$ cat config.mk
export PLATFORM = sky130hd
export DESIGN_NAME = fp_cvt_sched
export DESIGN_NICKNAME = d
export VERILOG_FILES = /design/src/rtl/fp_cvt_pkg.sv /design/src/rtl/fp_int_convert.sv /design/src/rtl/fp_cvt_sched.sv
export SDC_FILE = /design/constraint.sdc
export NUM_CORES = 1
export LEC_CHECK = 0
export ABC_AREA = 1
export CORE_ASPECT_RATIO = 1.4
export CORE_MARGIN = 4
export CORE_UTILIZATION = 30
export DETAILED_ROUTE_END_ITERATION = 8
export GPL_TIMING_DRIVEN = 1
export SYNTH_ARGS = -nofsm -noshare
export SYNTH_HDL_FRONTEND = slang
export SYNTH_SLANG_ARGS = --single-unit
$ cat constraint.sdc
create_clock -name clk -period 5.15 [get_ports clk]
set_input_delay 1.03 -clock clk [delete_from_list [all_inputs] [get_ports clk]]
set_output_delay 1.03 -clock clk [all_outputs]
set_load 0.01 [all_outputs]
$ cat src/rtl/fp_cvt_pkg.sv
// Shared encodings for the FP-to-integer conversion scheduler.
// Output/input format codes, source IDs and result-register states.
package fp_cvt_pkg;

  localparam logic [1:0] FMT_S32 = 2'b00;
  localparam logic [1:0] FMT_U32 = 2'b01;
  localparam logic [1:0] FMT_S64 = 2'b10;
  localparam logic [1:0] FMT_U64 = 2'b11;

  localparam logic FP32 = 1'b0;
  localparam logic FP64 = 1'b1;

  typedef enum logic {
    SRC_A = 1'b0,
    SRC_B = 1'b1
  } src_t;

  typedef enum logic {
    ST_EMPTY = 1'b0,
    ST_FULL  = 1'b1
  } state_t;

endpackage

$ cat src/rtl/fp_int_convert.sv
// FP_Int_Convert: combinational FP32/FP64 -> s32/u32/s64/u64, round to zero.
// Ports: in_data, in_fmt, in_output_fmt -> out_data, out_flg_NV.
module FP_Int_Convert
  import fp_cvt_pkg::*;
(
  input  logic [63:0] in_data,
  input  logic        in_fmt,
  input  logic [1:0]  in_output_fmt,
  output logic [63:0] out_data,
  output logic        out_flg_NV
);

  logic               sgn;
  logic               nan;
  logic [10:0]        exp_f;
  logic [52:0]        mant;
  logic signed [12:0] e;
  logic               big;
  logic [63:0]        m64;
  logic [63:0]        mag;
  logic               ovf;
  logic               pos;
  logic [63:0]        res;

  always_comb begin
    if (in_fmt == FP64) begin
      sgn   = in_data[63];
      exp_f = in_data[62:52];
      mant  = {|in_data[62:52], in_data[51:0]};
      nan   = (&in_data[62:52]) & (|in_data[51:0]);
      e     = $signed({2'b00, exp_f}) - 13'sd1023;
    end else begin
      sgn   = in_data[31];
      exp_f = {3'b000, in_data[30:23]};
      mant  = {|in_data[30:23], in_data[22:0], 29'd0};
      nan   = (&in_data[30:23]) & (|in_data[22:0]);
      e     = $signed({2'b00, exp_f}) - 13'sd127;
    end

    // Integer magnitude only for exponents 0..63; larger is overflow.
    big = (e > 13'sd63);
    m64 = {11'd0, mant};
    mag = '0;
    if (!e[12] && !big) begin
      if (e[5:0] <= 6'd52) mag = m64 >> (6'd52 - e[5:0]);
      else                 mag = m64 << (e[5:0] - 6'd52);
    end

    case (in_output_fmt)
      FMT_S32: ovf = sgn ? (mag > 64'h8000_0000)
                         : (mag > 64'h7FFF_FFFF);
      FMT_U32: ovf = sgn ? (mag != 64'd0)
                         : (mag > 64'hFFFF_FFFF);
      FMT_S64: ovf = sgn ? (mag > 64'h8000_0000_0000_0000)
                         : mag[63];
      default: ovf = sgn & (mag != 64'd0);
    endcase
    ovf = ovf | big | nan;
    pos = ~sgn | nan;

    // 32-bit results are sign-extended into the 64-bit register.
    if (ovf) begin
      case (in_output_fmt)
        FMT_S32: res = pos ? 64'h0000_0000_7FFF_FFFF
                           : 64'hFFFF_FFFF_8000_0000;
        FMT_S64: res = pos ? 64'h7FFF_FFFF_FFFF_FFFF
                           : 64'h8000_0000_0000_0000;
        default: res = pos ? 64'hFFFF_FFFF_FFFF_FFFF
                           : 64'd0;
      endcase
    end else begin
      res = sgn ? (64'd0 - mag) : mag;
      if (!in_output_fmt[1]) res = {{32{res[31]}}, res[31:0]};
    end

    out_data   = res;
    out_flg_NV = ovf;
  end

endmodule

$ cat src/rtl/fp_cvt_sched.sv
// fp_cvt_sched: two-port round-robin scheduler into one FP->int converter,
// with a one-entry result register (EMPTY/FULL) and valid/ready handshakes.
// Ports: ports A/B requests (valid/ready/data/fmt/output_fmt/tag), result
// out_valid/in_ready/out_data/out_flg_NV/out_src/out_tag, in_nv_clr and
// out_nv_sticky. Macro FP_CVT_STICKY_NV_EN compiles in the sticky NV flag.
module fp_cvt_sched
  import fp_cvt_pkg::*;
#(
  parameter int DATA_WIDTH = 64,
  parameter int TAG_W      = 4
) (
  input  logic                  clk,
  input  logic                  rst,
  input  logic                  in_valid_a,
  input  logic                  in_valid_b,
  output logic                  out_ready_a,
  output logic                  out_ready_b,
  input  logic [DATA_WIDTH-1:0] in_data_a,
  input  logic [DATA_WIDTH-1:0] in_data_b,
  input  logic                  in_fmt_a,
  input  logic                  in_fmt_b,
  input  logic [1:0]            in_output_fmt_a,
  input  logic [1:0]            in_output_fmt_b,
  input  logic [TAG_W-1:0]      in_tag_a,
  input  logic [TAG_W-1:0]      in_tag_b,
  output logic                  out_valid,
  input  logic                  in_ready,
  output logic [DATA_WIDTH-1:0] out_data,
  output logic                  out_flg_NV,
  output logic                  out_src,
  output logic [TAG_W-1:0]      out_tag,
  input  logic                  in_nv_clr,
  output logic                  out_nv_sticky
);

  state_t                state_q, state_d;
  logic                  rr_q, rr_d;
  logic [DATA_WIDTH-1:0] data_q, data_d;
  logic                  nv_q, nv_d;
  src_t                  src_q, src_d;
  logic [TAG_W-1:0]      tag_q, tag_d;

  logic                  load_ok;
  logic                  grant_a;
  logic                  grant_b;
  logic                  accept;
  logic                  drain;
  logic [DATA_WIDTH-1:0] cvt_in;
  logic                  cvt_fmt;
  logic [1:0]            cvt_ofmt;
  logic [DATA_WIDTH-1:0] cvt_data;
  logic                  cvt_nv;

  FP_Int_Convert u_cvt (
    .in_data       (cvt_in),
    .in_fmt        (cvt_fmt),
    .in_output_fmt (cvt_ofmt),
    .out_data      (cvt_data),
    .out_flg_NV    (cvt_nv)
  );

  always_comb begin
    load_ok = (state_q == ST_EMPTY) | in_ready;
    // rr=0 favours A, rr=1 favours B when both request.
    grant_a = in_valid_a & (~in_valid_b | ~rr_q);
    grant_b = in_valid_b & (~in_valid_a | rr_q);
    accept  = load_ok & (grant_a | grant_b);
    drain   = (state_q == ST_FULL) & in_ready;

    cvt_in   = grant_b ? in_data_b       : in_data_a;
    cvt_fmt  = grant_b ? in_fmt_b        : in_fmt_a;
    cvt_ofmt = grant_b ? in_output_fmt_b : in_output_fmt_a;

    state_d = state_q;
    if (accept)     state_d = ST_FULL;
    else if (drain) state_d = ST_EMPTY;

    rr_d   = accept ? grant_a : rr_q;
    data_d = accept ? cvt_data : data_q;
    nv_d   = accept ? cvt_nv : nv_q;
    src_d  = src_q;
    if (accept) src_d = grant_b ? SRC_B : SRC_A;
    tag_d  = accept ? (grant_b ? in_tag_b : in_tag_a) : tag_q;
  end

  always_ff @(posedge clk or posedge rst) begin
    if (rst) begin
      state_q <= ST_EMPTY;
      rr_q    <= 1'b0;
      data_q  <= '0;
      nv_q    <= 1'b0;
      src_q   <= SRC_A;
      tag_q   <= '0;
    end else begin
      state_q <= state_d;
      rr_q    <= rr_d;
      data_q  <= data_d;
      nv_q    <= nv_d;
      src_q   <= src_d;
      tag_q   <= tag_d;
    end
  end

  assign out_ready_a = load_ok & grant_a;
  assign out_ready_b = load_ok & grant_b;
  assign out_valid   = (state_q == ST_FULL);
  assign out_data    = data_q;
  assign out_flg_NV  = nv_q;
  assign out_src     = src_q;
  assign out_tag     = tag_q;

`ifdef FP_CVT_STICKY_NV_EN
  logic sticky_q, sticky_d;

  // A set wins over a simultaneous clear.
  always_comb begin
    sticky_d = (sticky_q & ~in_nv_clr) | (drain & nv_q);
  end

  always_ff @(posedge clk or posedge rst) begin
    if (rst) sticky_q <= 1'b0;
    else     sticky_q <= sticky_d;
  end

  assign out_nv_sticky = sticky_q;
`else
  logic nv_clr_unused;
  assign nv_clr_unused = in_nv_clr;
  assign out_nv_sticky = 1'b0;
`endif

endmodule

## After elaboration in Yosys (flattened, before gate mapping)

Index checks and enable logic that the tools add are counted.

- $add $sub $neg: 5
- Order comparisons: 6
- Equal/unequal tests: 2
- Shifts and indexed selects: 2
- Mux-type cells: 24
- Bitwise gates (word level): 21
- Reductions and logical operators: 12

Operators by type and width:

| cell | count |
|---|---|
| $mux 64 | 9 |
| $gt 64x32->1 const B | 2 |
| $pmux 64 s2 | 1 |
| $gt 64x31->1 const B | 1 |
| $gt 64x64->1 const B | 1 |
| $reduce_bool 64->1 | 1 |
| $shl 53x6->64 | 1 |
| $shr 53x6->64 | 1 |
| $sub 1x64->64 const A | 1 |
| $mux 53 | 1 |
| $reduce_or 52->1 | 1 |
| $reduce_or 23->1 | 1 |
| $gt 13x7->1 const B | 1 |
| $mux 13 | 1 |
| $sub 11x10->12 const B | 1 |
| $reduce_and 11->1 | 1 |
| $reduce_or 11->1 | 1 |
| $and 1x1->1 | 9 |
| $mux 1 | 9 |
| $sub 8x7->9 const B | 1 |
| $reduce_and 8->1 | 1 |
| $reduce_or 8->1 | 1 |
| $or 1x1->1 | 7 |
| $le 6x6->1 const B | 1 |
| other kinds (12) | 17 |

- Register bits after elaboration: 72
- Input port bits: 148
- Output and inout bits: 74
- Word-level logic and storage cells: 78

## Depth between registers and ports, before layout

Gate-level depths: netlist of the first run.

- Word-level depth: 16
- Gate-level depth with buffers: 42
- Gate-level depth less buffers: 37

## Hierarchy

A second synthesis of the first run with hierarchy kept.

- Cells, all modules: 3405
- Area total of the unflattened synthesis: 16647.2 um^2

Modules (own cells, without submodules):

| module | times used | cells each | area each (um^2) | sequential area each (um^2) |
|---|---|---|---|---|
| FP_Int_Convert | 1 | 2858 | 12919.9 | 0.0 |
| fp_cvt_sched | 1 | 547 | 3727.3 | 1801.7 |

## Worst setup path after synthesis of the first run

No wires, ideal clock.

- Kind: input-to-reg
- Start point: input in_valid_b
- End point: register data_q[32], in the netlist out_data[32]
- Setup time: 125 ps
- Arrival: 5278 ps
- Required time: 5025 ps
- Setup slack: -254 ps
- Stages on the path: 38
- Path buffers: 6
- Cell sequence: nand2_2 > buf_6 > nand3_1 > nand2_1 > inv_1 > ha_1 > inv_1 > o21ai_1 > buf_2 > buf_2 > ha_1 > clkbuf_1 > clkbuf_1 > nand2_1 > nand2_1 > nand2_1 > nand2_1 > nand2_1 > (+2 left out) > nand2_1 > nand2_1 > nand4_1 > ha_1 > nand2_1 > nor2_1 > nand2_1 > nor2_4 > nand2_2 > nand2_2 > nand2_1 > nand2_1 > nand3_2 > nand2_4 > nand2_4 > nand3_4 > buf_4 > nand3_1

- Cells in the longest elaborated chain, start to end: 14
- Elaborated cells on any way between the ends: 59
- Those cells by class: add/sub (5); order compare (6); eq/ne (2); shift (2); mux (20); bitwise (13); reduce/logical (11)

Ends and longest elaborated chain:

| element | line | RTL |
|---|---|---|
| start, declared | fp_cvt_sched.sv:15 | `input logic in_valid_b,` |
| $and 1x1->1 | fp_cvt_sched.sv:66 | `grant_b = in_valid_b & (~in_valid_a \| rr_q);` |
| $mux 64 | fp_cvt_sched.sv:70 | `cvt_in = grant_b ? in_data_b : in_data_a;` |
| $sub 11x10->12 or $sub 8x7->9 (tied branches) | fp_int_convert.sv:31, fp_int_convert.sv:37 |  |
| $mux 13 | fp_int_convert.sv:26 | `if (in_fmt == FP64) begin` |
| $sub 6x6->6 (tied with other cells) | fp_int_convert.sv:46 | `else mag = m64 << (e[5:0] - 6'd52);` |
| $shl 53x6->64 (tied with other cells) | fp_int_convert.sv:46 |  |
| $mux 64 or $logic_and 1x1->1 (tied branches) | fp_int_convert.sv:45, fp_int_convert.sv:44 |  |
| $mux 64 | fp_int_convert.sv:44 | `if (!e[12] && !big) begin` |
| $gt 64x64->1 (tied with other cells) | fp_int_convert.sv:54 | `FMT_S64: ovf = sgn ? (mag > 64'h8000_0000_0000_0000)` |
| $mux 1 (tied with other cells) | fp_int_convert.sv:54 |  |
| $pmux 1 s3 | fp_int_convert.sv:49 | `case (in_output_fmt)` |
| $or 1x1->1 (2 in a row) | fp_int_convert.sv:58 | `ovf = ovf \| big \| nan;` |
| $mux 64 | fp_int_convert.sv:62 | `if (ovf) begin` |
| end signal, assigned | fp_cvt_sched.sv:97 | `data_q <= data_d;` |
| end, declared | fp_cvt_sched.sv:38 | `logic [DATA_WIDTH-1:0] data_q, data_d;` |

Parallel ways exist; a longest one is shown, timed or not.
A chain may end at the register's enable or synchronous reset.

## Worst setup path after layout of the first run

- Start point: input in_valid_a
- End point: register data_q[53], in the netlist out_data[53]

- Cells in the longest elaborated chain, start to end: 16
- Elaborated cells on any way between the ends: 59
- Those cells by class: add/sub (5); order compare (6); eq/ne (2); shift (2); mux (20); bitwise (13); reduce/logical (11)

Ends and longest elaborated chain:

| element | line | RTL |
|---|---|---|
| start, declared | fp_cvt_sched.sv:14 | `input logic in_valid_a,` |
| $not 1->1 | fp_cvt_sched.sv:66 |  |
| $or 1x1->1 | fp_cvt_sched.sv:66 |  |
| $and 1x1->1 | fp_cvt_sched.sv:66 |  |
| $mux 64 | fp_cvt_sched.sv:70 |  |
| $sub 11x10->12 or $sub 8x7->9 (tied branches) | fp_int_convert.sv:31, fp_int_convert.sv:37 |  |
| $mux 13 | fp_int_convert.sv:26 |  |
| $sub 6x6->6 (tied with other cells) | fp_int_convert.sv:46 |  |
| $shl 53x6->64 (tied with other cells) | fp_int_convert.sv:46 |  |
| $mux 64 or $logic_and 1x1->1 (tied branches) | fp_int_convert.sv:45, fp_int_convert.sv:44 |  |
| $mux 64 | fp_int_convert.sv:44 |  |
| $gt 64x64->1 (tied with other cells) | fp_int_convert.sv:54 |  |
| $mux 1 (tied with other cells) | fp_int_convert.sv:54 |  |
| $pmux 1 s3 | fp_int_convert.sv:49 |  |
| $or 1x1->1 (2 in a row) | fp_int_convert.sv:58 |  |
| $mux 64 | fp_int_convert.sv:62 |  |

Parallel ways exist; a longest one is shown, timed or not.

==> results of run 1 <==
[metrics by stage]
step | worst slack (ps) | total power [uW] | utilization [%]
6_report | -24.21 | 18870 | 55.01
2_1_floorplan | 0.9082 | 7835 | -
3_5_place_dp | -1143 | 14450 | 44.94
4_1_cts | -2.205 | 17050 | 50.54
5_1_grt | -148.6 | 19970 | 55.01
3_3_place_gp | -1111 | 14480 | 44.94
[worst max path at each step]
stage / to / from / cells after the start
2_1_floorplan: out_data[32] / in_valid_a / 39
3_3_place_gp: out_data[53] / in_valid_a / 32
3_5_place_dp: out_data[53] / in_valid_b / 31
4_1_cts: out_data[36] / in_data_a[24] / 36
5_1_grt: out_data[62] / in_data_a[52] / 36
6_report: out_data[53] / in_valid_a / 33
[what timing repair did]
action / in CTS / in global routing
cloned: 20 / 18
endpoints found under the setup margin: 65 / 65
gates resized for setup: 423 / 413
setup buffers: 82 / 51
pin swaps: 136 / 205
[report_power, final]
group	switching (uW)	internal, uW	leakage [uW]
logic	9930	7340	0.0145
registers	148	828	0.000882
clock network	273	341	0.000135
total	10400	8510	0.0156
[placed cells by master, fill, tap and decap left out, types with 24 or more instances in the layout]
| cell type | count |
|---|---|
| clkbuf_16 | 24 |
| dfrtp_1 | 72 |
| inv_1 | 195 |
| nand2_1 | 1215 |
| nor2_4 | 31 |
| nand3_2 | 181 |
| buf_4 | 733 |
| nand2_4 | 48 |
| o21ai_0 | 56 |
| buf_6 | 48 |
| clkdlybuf4s50_1 | 204 |
| nand2_2 | 205 |
| o21ai_2 | 24 |
| a21oi_1 | 34 |
| nor2_2 | 35 |
| nand3_1 | 610 |
| nor2_1 | 118 |
| buf_12 | 49 |
| nand3_4 | 30 |
| nand4_1 | 68 |
[routing by layer]
metal	vias to the layer above	GRT usage (%)
li1	12500	-
met1	11920	34.54
met2	1148	63.43
met3	492	3.761
met4	0	31.99
met5	-	0
[cell type report]
type | count | area [sq um]
clock inverters | 6 | 42.54
flip-flops and latches | 72 | 1802
inverters | 228 | 900.9
fillers | 5504 | 24040
well taps | 714 | 893.4
clock buffers | 10 | 239.0
repair buffers | 1088 | 10190
multi-input cells | 2789 | 15330
[kinds of logic (layout without fill, tap and decap cells)]
family	count (synthesis)	after routing	share of synthesized area, %
other	1	1	0.02304
buffers and inverters	424	1332	12.37
AND/OR/NAND/NOR	2589	2594	69.03
flip-flops	72	72	11.07
XOR/XNOR	29	29	1.606
adder cells (fa/ha/maj)	11	11	0.8454
AO/OA/AOI/OAI	154	154	5.050
[sequential cells by signal, summed over array words and instances, names as in the netlist]
signal / cells
out_data: 64
rr_q: 1
out_valid: 1
out_src: 1
out_tag: 4
out_flg_NV: 1
[critical path, delay by kind of cell]
| family | cells | cell delay (ps) |
|---|---|---|
| simple gates | 20 | 2620 |
| compound gates | 2 | 190 |
| buf+inv | 9 | 1120 |
| fa+ha+maj | 2 | 440 |
==> results.toml, run 1 <==
[synthesis]
synth_common_cells = "nand2_1 (1449), nand3_1 (806), inv_1 (210)"
yosysTopAreaCellShare_pct = 33.41
yosys_most_used_dff = "dfrtp_1"
yosys.area.top_type = "nand2_1"
synth_cell_types = 45
yosysMostFrequentCell = "nand2_1"
async_flop_share_pct = 100.0
seq_area_frac_synth_pct = 11.07
synth_top_cells_by_area = "nand2_1 (33%), nand3_1 (25%), dfrtp_1 (11%), inv_1 (4.8%), nor2_1 (4.0%)"
yosysWarnings = 0
synth_cells = 3280
synth_edf_count = 0
ys_seq_elements = 72
syn_nets = 3439
syn_avg_cell_area_sq_um = 4.963
netlist_area_sq_um = 16280

[worst_setup_path]
worstRegToRegCells = 32
cp.arrival_ps = 5410
r2r-end = "out_data[53]"
cp_slowest_cell = "nor3_1"
reg2reg_slack_ps = 140
cp_max_fo = 8
max_stage_delay_ps = 280
start_kind = "primary input"
rr_startpoint = "rr_q"
criticalPathCategory = "in -> reg"
endpoint_kind = "flip-flop"
crit_path_frequent_cell = "nand2_1"
required_ps = 5390

[placement]
placed_cells = 4726
dp_hpwl_um = 87130
placedInstanceArea_sq_um = 24010
portBuffers = 219
place.gp.congestion = 1.041

[clock_tree]
cts_tree = "built"
htree_levels = 3
clock_latency_ps = 360
cts_buffers = 9
clkTransAtPathRegs_ps = 60
cts_buffer_depth = 2
hold_buffers = 0
root_buffer = "clkbuf_16"
clock-sinks = 72

[global_route]
antenna_found_initial = 0
grt-ovfl-total = 0
grt_pass1_vias = 25320
grt_pass1_wl_um = 154100
grt_max_degree = 67
grt_use_total_pct = 35.07

[sta]
fin_worst_skew_ps = 18.36
finalSetupTns_ps = -24.21
holdWs_ps = 476.3
maxSlewViolCount = 0
setup_violations = 1
layout_min_cycle_time_ps = 5174
slew_headroom_pct = 45.59
fin_ws_ps = -24.21
worstMarginPinSlew_ps = 813.1
finalHoldViolations = 0
rsz0062_at_grt = "true"
period_share_pct = 100.5
fmax_mhz = 193.3

[floorplan]
die_x_um = 204.9
rows = 100
io-pin-count = 222
start_util_pct = 30.47
core-area_sq_um = 53430
dieArea_sq_um = 58110
die_h_um = 283.6

[layout]
num_antenna_cells = 0
drive_above_1_share_pct = 36.32
final_area_sq_um = 29390
finalNonFillerCells = 4907
nets = 4347
syn2layout_area_growth_pct = 80.54

[route]
wl_met1_um = 35980
drt_iter0_drc = 2057
highest_layer = "met4"
finalWirelength_um = 110400
drtAntennaViolNets = 0
drcViolationCount = 0
wl_per_cell_um = 22.51
wl_met3_um = 5646
vias = 26060
met2_length_um = 55040
avgViaCountPerCell = 5.310
dr.pass1.iters = 6

[min_path]
hold_start = "out_data[63]"
min_path_type = "reg -> reg"
hold_end = "out_data[63]"
hold_depth = 2

[run_status]
violations = "negative setup slack"
status = "complete, but fails checks"

[flow_run]
maxCapViolations = 0

[power]
p_leak_uw = 0.01555
power_density_nw_per_um2 = 642.0
ir_worst_vdd_v = 0.0002319
(Power assumes the default switching activity.)
==> inputs of run 2 (changes only) <==
--- a/config.mk
+++ b/config.mk
@@ -7,7 +7,7 @@
 export LEC_CHECK = 0
 export ABC_AREA = 1
 export CORE_ASPECT_RATIO = 1.4
-export CORE_MARGIN = 4
+export CORE_MARGIN = 2
 export CORE_UTILIZATION = 30
 export DETAILED_ROUTE_END_ITERATION = 8
 export GPL_TIMING_DRIVEN = 1
==> results.toml, run 2 (synthesized netlist as in run 1, its figures left out) <==
[power]
p_leak_uw = 0.01504
power_density_nw_per_um2 = 646.1
ir_worst_vdd_v = 0.0002106

[layout]
final_area_sq_um = 28230
num_antenna_cells = 0
multi_input_area_sq_um = 14530
final_cell_mix = "nand2_1 (1281), buf_4 (695), nand3_1 (674)"
nets = 4300
finalNonFillerCells = 4867
syn2layout_area_growth_pct = 73.40
register_area_sq_um = 1802
nFillCells = 5756
layout_commonest_cell = "nand2_1"
largest_register_ffs = 64
drive_above_1_share_pct = 32.03

[floorplan]
rows = 101
io-pin-count = 222
dieArea_sq_um = 56170
die_h_um = 279.6
die_x_um = 200.9
start_util_pct = 30.17
core-area_sq_um = 53960

[route]
avgViaCountPerCell = 5.306
wl_per_cell_um = 21.96
drcViolationCount = 0
drtAntennaViolNets = 0
drt_iter0_drc = 1875
vias = 25820
finalWirelength_um = 106900
dr.pass1.iters = 6

[placement]
portBuffers = 219
dp_hpwl_um = 84640
preCtsSetupSlack_ps = -1061
placedInstanceArea_sq_um = 24170
place.gp.congestion = 1.084
placed_cells = 4740

[global_route]
grt_max_degree = 68
grt-ovfl-total = 0
grt_pass1_vias = 25270
grt_pass1_wl_um = 152800
grt_use_total_pct = 36.28
antenna_found_initial = 0

[sta]
layout_min_cycle_time_ps = 5147
maxSlewViolCount = 0
worstMarginPinSlew_ps = 905.3
fin_ws_ps = 3.211
rsz0062_at_grt = "true"
fmax_mhz = 194.3
period_share_pct = 99.94
finalSetupTns_ps = 0
setup_violations = 0
finalHoldViolations = 0
fin_worst_skew_ps = 20.87
slew_headroom_pct = 39.42

[worst_setup_path]
cp_max_fo = 8
start_kind = "primary input"
endpoint_kind = "flip-flop"
cp_slowest_cell = "ha_4"
criticalPathCategory = "in -> reg"
crit_start = "in_valid_a"
max_stage_delay_ps = 300
required_ps = 5390
path_delay_family = "simple AND/OR/NAND/NOR gates"
cp.arrival_ps = 5390
rr_startpoint = "rr_q"
critPathBufInv = 12

[clock_tree]
htree_levels = 3
hold_buffers = 0
cts_tree = "built"
cts_buffers = 9
clkTransAtPathRegs_ps = 60
clock_latency_ps = 370
clock-sinks = 72
cts_buffer_depth = 2
root_buffer = "clkbuf_16"

[min_path]
hold_start = "out_data[21]"
min_path_type = "reg -> reg"

[flow_run]
maxCapViolations = 0

[run_status]
status = "finished clean"
==> run 2: repair_timing <==
item                       in CTS  in global routing
pin swaps                      44                116
buffers inserted               33                 49
cloned                         17                 17
gates resized for setup       265                363
setup endpoints to repair      65                 65
==> run 2: per-stage QoR <==
step | power (uW) | util [%] | hold WS (ps)
floorplan | 7835 | - | 514.4
global placement | 14450 | 44.80 | 463.0
detailed placement | 14420 | 44.80 | 465.0
CTS | 16400 | 48.56 | 479.7
global route | 19350 | 52.31 | 516.8
finish | 18240 | 52.31 | 484.7
==> run 2: final cells by class <==
type | count | area share [%]
clock buffers | 11 | 0.8599
clock inverters | 5 | 0.1995
repair buffers | 1041 | 34.62
flip-flops and latches | 72 | 6.383
well taps | 721 | 3.196
multi-input cells | 2788 | 51.47
repair inverters | 1 | 0.03103
inverters | 228 | 3.245
==> run 2: report_power, final <==
group | internal (uW) | leakage [uW] | switching (uW)
sequential | 828 | 0.000882 | 157
clock | 388 | 0.000145 | 273
combinational | 6980 | 0.0140 | 9620
==> run 2: path summary, 6_finish.rpt <==
kind	slack, ps	depth (start not counted)	end
worst max register to register	130	36	out_data[55]
worst max-delay path	3	37	out_data[55]
worst min register to register	480	2	out_data[21]
max in group asynchronous	3060	3	out_data[59]
min in group asynchronous	1170	2	out_tag[2]
worst min-delay path	480	2	out_data[21]
==> run 2: worst register-to-register path: cells and delay by family (launching register included) <==
family / cells / cell delay [ps]
buf+inv: 11 / 1300
simple gates: 21 / 2240
compound gates: 2 / 280
flops: 1 / 510
fa+ha+maj: 2 / 570
==> run 2: metal layers <==
layer	global-route usage [%]	wire, um
met1	35.59	36180
met2	65.38	52270
met3	4.467	5466
met4	35.71	12960
met5	0	0
